==> config.mk <==
export PLATFORM = sky130hd
export DESIGN_NAME = rps_game_ctrl
export DESIGN_NICKNAME = d
export VERILOG_FILES = /design/src/rtl/rps_game_ctrl_pkg.sv /design/src/rtl/rps_judge.sv /design/src/rtl/rps_game_ctrl.sv
export SDC_FILE = /design/constraint.sdc
export NUM_CORES = 1
export LEC_CHECK = 0
export ABC_AREA = 1
export BUFFER_PORTS_ARGS = -buffer_cell sky130_fd_sc_hd__buf_2
export CAP_MARGIN = 20
export CORE_MARGIN = 1
export CORE_UTILIZATION = 50
export CTS_CLUSTER_SIZE = 25
export DETAILED_ROUTE_END_ITERATION = 16
export PLACE_DENSITY = 0.71
export SLEW_MARGIN = 20
export SYNTH_ARGS = -nofsm -noshare
export SYNTH_HDL_FRONTEND = slang
export SYNTH_SLANG_ARGS = --single-unit
==> constraint.sdc <==
create_clock -name clk -period 1.4 [get_ports clk]
set_input_delay 0.14 -clock clk [delete_from_list [all_inputs] [get_ports clk]]
set_output_delay 0.14 -clock clk [all_outputs]
set_load 0.01 [all_outputs]
==> src/rtl/rps_game_ctrl_pkg.sv <==
`default_nettype none
// ============================================================================
// Module   : rps_game_ctrl_pkg
// Brief    : Shared screen codes, move/outcome encodings and FSM state type
//            for the rock-paper-scissors controller and its text display.
// Revision : 1.0  initial release
// ============================================================================
package rps_game_ctrl_pkg;

    // Screen codes understood by the 8-digit text display; 9-15 unused
    localparam logic [3:0] SCR_START    = 4'd0;
    localparam logic [3:0] SCR_SELECT   = 4'd1;
    localparam logic [3:0] SCR_PAPER    = 4'd2;
    localparam logic [3:0] SCR_SCISSORS = 4'd3;
    localparam logic [3:0] SCR_ROCK     = 4'd4;
    localparam logic [3:0] SCR_RIVAL    = 4'd5;
    localparam logic [3:0] SCR_WON      = 4'd6;
    localparam logic [3:0] SCR_LOST     = 4'd7;
    localparam logic [3:0] SCR_TIE      = 4'd8;

    localparam int         TIMER_W      = 27;
    localparam logic [3:0] COUNT_MAX    = 4'd15;

    typedef enum logic [1:0] {
        MOVE_ROCK     = 2'd0,
        MOVE_PAPER    = 2'd1,
        MOVE_SCISSORS = 2'd2,
        MOVE_INVALID  = 2'd3
    } move_t;

    typedef enum logic [1:0] {
        OUTCOME_TIE  = 2'd0,
        OUTCOME_WIN  = 2'd1,
        OUTCOME_LOSS = 2'd2
    } outcome_t;

    typedef enum logic [2:0] {
        ST_IDLE        = 3'd0,
        ST_SELECT      = 3'd1,
        ST_SHOW_PLAYER = 3'd2,
        ST_SHOW_LABEL  = 3'd3,
        ST_SHOW_RIVAL  = 3'd4,
        ST_RESULT      = 3'd5
    } state_t;

    // Screen that displays a given move; the invalid code never reaches here
    function automatic logic [3:0] move_to_screen(input move_t m);
        case (m)
            MOVE_PAPER:    return SCR_PAPER;
            MOVE_SCISSORS: return SCR_SCISSORS;
            default:       return SCR_ROCK;
        endcase
    endfunction

    // Screen that announces a round outcome
    function automatic logic [3:0] outcome_to_screen(input outcome_t o);
        case (o)
            OUTCOME_WIN:  return SCR_WON;
            OUTCOME_LOSS: return SCR_LOST;
            default:      return SCR_TIE;
        endcase
    endfunction

endpackage
`default_nettype wire

==> src/rtl/rps_judge.sv <==
`default_nettype none
// ============================================================================
// Module   : rps_judge
// Brief    : Combinational round judge: tie on equal moves, player wins when
//            (player - rival) mod 3 == 1, otherwise player loses.
// Revision : 1.0  initial release
// ============================================================================
module rps_judge
    import rps_game_ctrl_pkg::*;
(
    input  logic [1:0] player_i,
    input  logic [1:0] rival_i,
    output logic [1:0] outcome_o
);

    // Enumerate the three winning pairs explicitly rather than doing mod-3 math
    always_comb begin
        outcome_o = OUTCOME_LOSS;
        if (player_i == rival_i) begin
            outcome_o = OUTCOME_TIE;
        end else if ((player_i == MOVE_PAPER    && rival_i == MOVE_ROCK)     ||
                     (player_i == MOVE_SCISSORS && rival_i == MOVE_PAPER)    ||
                     (player_i == MOVE_ROCK     && rival_i == MOVE_SCISSORS)) begin
            outcome_o = OUTCOME_WIN;
        end
    end

endmodule
`default_nettype wire

==> src/rtl/rps_game_ctrl.sv <==
`default_nettype none
// ============================================================================
// Module   : rps_game_ctrl
// Brief    : Rock-paper-scissors game sequencer. Walks the text display
//            through select / player / "rival" / rival-move / result screens,
//            holding each timed screen HOLD_CYCLES clocks, and keeps
//            saturating win and loss tallies.
// Revision : 1.0  initial release
// ============================================================================
module rps_game_ctrl
    import rps_game_ctrl_pkg::*;
#(
    parameter int unsigned HOLD_CYCLES = 100000000
) (
    input  logic       clk,
    input  logic       reset,
    input  logic       start,
    input  logic       choice_valid,
    input  logic [1:0] choice,
    output logic [3:0] selector,
    output logic       busy,
    output logic       result_valid,
    output logic [3:0] wins,
    output logic [3:0] losses
);

    localparam logic [TIMER_W-1:0] TIMER_LAST = TIMER_W'(HOLD_CYCLES - 1);

    state_t             state_q;
    logic [TIMER_W-1:0] timer_q;
    logic [1:0]         rival_cnt_q;
    logic [1:0]         rival_cnt_d;
    move_t              player_q;
    move_t              rival_q;
    logic [3:0]         selector_q;
    logic               busy_q;
    logic               result_valid_q;
    logic [3:0]         wins_q;
    logic [3:0]         losses_q;
    logic [1:0]         judge_raw;
    outcome_t           outcome;
    logic               timer_expired;

    rps_judge u_judge (
        .player_i  (player_q),
        .rival_i   (rival_q),
        .outcome_o (judge_raw)
    );

    assign outcome       = outcome_t'(judge_raw);
    assign timer_expired = (timer_q == TIMER_LAST);
    assign rival_cnt_d   = (rival_cnt_q == 2'd2) ? 2'd0 : rival_cnt_q + 2'd1;

    // Free-running mod-3 rival generator; its value is the rival move when a choice lands
    always_ff @(posedge clk) begin
        if (reset) begin
            rival_cnt_q <= 2'd0;
        end else begin
            rival_cnt_q <= rival_cnt_d;
        end
    end

    // Game FSM; selector/busy/result_valid are registered alongside the state
    always_ff @(posedge clk) begin
        if (reset) begin
            state_q        <= ST_IDLE;
            timer_q        <= '0;
            player_q       <= MOVE_ROCK;
            rival_q        <= MOVE_ROCK;
            selector_q     <= SCR_START;
            busy_q         <= 1'b0;
            result_valid_q <= 1'b0;
            wins_q         <= 4'd0;
            losses_q       <= 4'd0;
        end else begin
            result_valid_q <= 1'b0;
            case (state_q)
                ST_IDLE: begin
                    timer_q <= '0;
                    if (start) begin
                        state_q    <= ST_SELECT;
                        selector_q <= SCR_SELECT;
                    end
                end
                ST_SELECT: begin
                    timer_q <= '0;
                    if (choice_valid && (choice != MOVE_INVALID)) begin
                        state_q    <= ST_SHOW_PLAYER;
                        selector_q <= move_to_screen(move_t'(choice));
                        busy_q     <= 1'b1;
                        player_q   <= move_t'(choice);
                        rival_q    <= move_t'(rival_cnt_q);
                    end
                end
                ST_SHOW_PLAYER: begin
                    if (timer_expired) begin
                        state_q    <= ST_SHOW_LABEL;
                        selector_q <= SCR_RIVAL;
                        timer_q    <= '0;
                    end else begin
                        timer_q <= timer_q + 1'b1;
                    end
                end
                ST_SHOW_LABEL: begin
                    if (timer_expired) begin
                        state_q    <= ST_SHOW_RIVAL;
                        selector_q <= move_to_screen(rival_q);
                        timer_q    <= '0;
                    end else begin
                        timer_q <= timer_q + 1'b1;
                    end
                end
                ST_SHOW_RIVAL: begin
                    if (timer_expired) begin
                        state_q        <= ST_RESULT;
                        selector_q     <= outcome_to_screen(outcome);
                        busy_q         <= 1'b0;
                        result_valid_q <= 1'b1;
                        timer_q        <= '0;
                        if (outcome == OUTCOME_WIN && wins_q != COUNT_MAX) begin
                            wins_q <= wins_q + 4'd1;
                        end
                        if (outcome == OUTCOME_LOSS && losses_q != COUNT_MAX) begin
                            losses_q <= losses_q + 4'd1;
                        end
                    end else begin
                        timer_q <= timer_q + 1'b1;
                    end
                end
                ST_RESULT: begin
                    timer_q <= '0;
                    if (start) begin
                        state_q    <= ST_SELECT;
                        selector_q <= SCR_SELECT;
                    end
                end
                default: begin
                    state_q    <= ST_IDLE;
                    selector_q <= SCR_START;
                    busy_q     <= 1'b0;
                    timer_q    <= '0;
                end
            endcase
        end
    end

    assign selector     = selector_q;
    assign busy         = busy_q;
    assign result_valid = result_valid_q;
    assign wins         = wins_q;
    assign losses       = losses_q;

endmodule
`default_nettype wire

==> metrics.txt <==
status complete, but fails checks; failing checks setup timing; total grt overflow 0; Seq cells post-synth 50; synthesized cell area 2892 um2; sequential share of the synthesized area about 35%; clk buf depth 2; final worst path period share 108.1%; multiplexer area fraction after synthesis 0%; XOR/XNOR share of the synthesized area between 2 and 3%; Worst EP required ~1.6 ns; final WL ~8 mm; minimum clock period after layout between 1.5 and 2 ns; critical path type register to register; syn_area_per_cell between 6 and 7 um2; Worst Hold Endpoint rival_cnt_q[1]$_SDFF_PP0_; total die area 6091 um2; core area ~5500 um2; Slew HR between 70% and 80%; Cell Count Post-Placement between 500 and 600; CP startpoint kind register; worst reg2reg path endpoint selector[0]$_SDFFE_PP0P_; net switching power approximately 2 mW; Critical-path top delay cell dfxtp_4; Die W 78.05 um; largest family of logic cells by synthesized area simple AND/OR/NAND/NOR gates; hold crit path type input port to register; wl on met1 between 3 and 4 mm; yosys warns 0; setup tns final -2.057 ns; Max VDD drop approximately 0.0014 V; Initial Util 52.19%; number of global-route vias before repair about 2800; TritonCTS clock tree built; CP peak stage delay ~0.4 ns; worst slack, placed -0.1471 ns; Adder-Cell Fraction of Synth Area slightly below 4%; combinational power share 45.4%; Hold WS 0.1126 ns; Synth Area in Compound Gates about 8.0%; largest net degree at the start of global routing 18; cell taking the most area after synthesis dfxtp_1; wire per inst between 10 and 15 um; DR WL met3 ~480 um; initial antenna violation count 0; hold path startpoint reset; Antenna Violating Nets Remaining 0; Root Driver clkbuf_8; Final nets 532; DRT iter0 DRCs approximately 360; H-tree depth 2; hold path cells 2; # setup viols final 41; Synth area leaders dfxtp_1 (35%), nand2_1 (13%), nor2_1 (8.3%); Max Cap Viol 0; layout cell share with drive strength beyond 1 41.31%; design internal power ~3.1 mW; via count around 3100; Leak between 1.5 and 2 nW; row count 27; first-pass GRT wire length roughly 12 mm; Top Metal Used met4; most frequent CP cell nor2_1; worst endpoint data arrival time 1.75 ns; RSZ-0062 raised after global routing yes; Fmax 0.6609 GHz; Synth Area in Simple Gates ~42%; share of the synthesized area in the top cell type between 30% and 40%; hpwl dp between 5 and 6 mm; worst slew pin tran ~0.34 ns; Critical Path Start rival_q[0]$_SDFFE_PP0P_; synth unique cells 36; Cell Count, Final, Fillers Out roughly 600; Global Route Usage Sum roughly a quarter; Die Height between 70 and 80 um; GPL Wtd Cong just over 0.9; Power Total approximately 5 mW; Clk network pwr share around 20%; vias per inst 5.297; I/O pins 20; Worst Setup End Kind register; Net Sw Frac about two fifths; Area Overhead vs Synth 38.81%; pins over their slew limit 0; Reg clk slew, reported paths roughly 0.1 ns; wire length on met2 between 3 and 4 mm; clock skew 0.01049 ns; Max FO, Critical Path 4; cell count after synthesis approximately 430; Seq pwr share 34.6%; clk_lat worst skew between 0.3 and 0.4 ns; crit-path cells inv_4, ha_4, inv_2, nand2_1, nand3_2, nand4_1, buf_4, a21boi_2, nor2_1, nor2_1; Reg2Reg Setup Slack -0.11 ns; clock sink total 50; CTS buffer count 5; final worst setup slack -0.1132 ns; # port buffers 19; reg2reg path depth 10; power per cell area 1283 nW/um2; worst r2r src rival_q[0]$_SDFFE_PP0P_; Hold Vio Cnt, Final 0; router iterations before antenna repair 5; DRC Markers 0; Syn Nets between 400 and 500; diode count 0
[logic make-up after synthesis]
| kind of cell | after synthesis |
|---|---|
| compound gates | 44 |
| flops | 50 |
| xor+xnor | 9 |
| buf+inv | 61 |
| fa+ha+maj | 9 |
| simple gates | 254 |
[per-stage QoR]
stage	utilization, %	instance area [um2]
finish	72.45	4014
global route	72.45	4014
CTS	69.11	3829
detailed placement	62.53	3465
global placement	62.53	3465
floorplan	-	2922
[routing by layer]
| metal | global-route usage (%) | vias up |
|---|---|---|
| met2 | 44.74 | 125 |
| li1 | - | 1547 |
| met4 | 5.556 | 0 |
| met1 | 31.89 | 1430 |
| met5 | 0 | - |
| met3 | 4.419 | 23 |
[worst max-delay path, delay by kind of cell, from the launching register on]
kind	cells	cell delay (ns)
fa+ha+maj	1	0.16
compound gates	1	0.14
buf+inv	3	0.28
flops	1	0.39
simple gates	5	0.45
[how the worst max path moves through the flow]
stage          slack (ns)                        to  cells after the start
2_1_floorplan       -0.08    timer_q[24]$_SDFF_PP0_                     10
3_3_place_gp        -0.07    losses[3]$_SDFFE_PP0P_                      8
3_5_place_dp        -0.15    losses[2]$_SDFFE_PP0P_                     10
4_1_cts             -0.05    losses[0]$_SDFFE_PP0P_                     10
5_1_grt             -0.16    timer_q[23]$_SDFF_PP0_                      9
6_report            -0.11  selector[0]$_SDFFE_PP0P_                     10
[cells in the mapped netlist]
| cell | number |
|---|---|
| nor2_4 | 5 |
| nor2_1 | 64 |
| nand3_1 | 30 |
| a21oi_1 | 27 |
| o21ai_0 | 7 |
| xnor2_1 | 2 |
| nor3_2 | 2 |
| buf_4 | 2 |
| a31oi_1 | 2 |
| buf_6 | 1 |
| ha_1 | 9 |
| nor2_8 | 1 |
| nor3b_1 | 1 |
| or2_2 | 1 |
| nor2_2 | 7 |
| inv_1 | 43 |
| o21ai_1 | 5 |
| nand3b_1 | 2 |
| or2_1 | 2 |
| nand4_1 | 11 |
| nand3_4 | 1 |
| nand2_4 | 2 |
| o22ai_1 | 1 |
| nor3b_2 | 1 |
| nand2_2 | 10 |
| a21boi_0 | 1 |
| buf_2 | 2 |
| inv_2 | 12 |
| nand2_1 | 100 |
| clkbuf_1 | 1 |
| nor3_4 | 1 |
| dfxtp_1 | 50 |
| xor2_1 | 7 |
| nor3_1 | 11 |
| a21oi_2 | 1 |
| nand3_2 | 2 |
[power groups by stage]
stage,clock network (mW),registers [mW],logic (mW)
after global placement,0,1.75,1.83
after detailed placement,0,1.76,1.88
after global routing,1.10,1.80,2.57
after CTS,1.04,1.75,2.08
final,1.03,1.78,2.34
after floorplan,0,1.78,1.26
[layout by cell type (no fill, tap or decap), types with 7 or more instances in the layout]
| master | synthesis | routed |
|---|---|---|
| a21oi_1 | 27 | 26 |
| buf_2 | 2 | 19 |
| buf_4 | 2 | 66 |
| dfxtp_1 | 50 | 25 |
| dfxtp_2 | 0 | 19 |
| inv_1 | 43 | 36 |
| inv_2 | 12 | 14 |
| nand2_1 | 100 | 86 |
| nand2_2 | 10 | 18 |
| nand2_4 | 2 | 8 |
| nand3_1 | 30 | 22 |
| nand3_2 | 2 | 8 |
| nand4_1 | 11 | 11 |
| nor2_1 | 64 | 55 |
| nor2_4 | 5 | 16 |
| nor3_1 | 11 | 10 |
| xor2_1 | 7 | 7 |
[flip-flops by register name, indices dropped and copies added, names as in the netlist]
| signal | flops |
|---|---|
| losses | 4 |
| state_q | 3 |
| rival_q | 2 |
| rival_cnt_q | 2 |
| busy | 1 |
| selector | 4 |
| result_valid | 1 |
| player_q | 2 |
| timer_q | 27 |
| wins | 4 |
[timing repair]
item                                    CTS  global route
cloned                                    0             2
hold buffers                              0             0
setup buffers                             9             6
endpoints found under the setup margin   38            47
pin swaps                                15            11
resized for setup                        63            42
[cell type report]
type                            instances  area [um2]
Multi-Input combinational cell        317        1924
Sequential cell                        50        1047
Timing Repair Buffer                   88       624.3
Inverter                               55       219.0
Clock inverter                          3       40.04
Clock buffer                            5       68.82
Fill cell                             413        1526
Tap cell                               72       90.09
(Power assumes the default switching activity.)
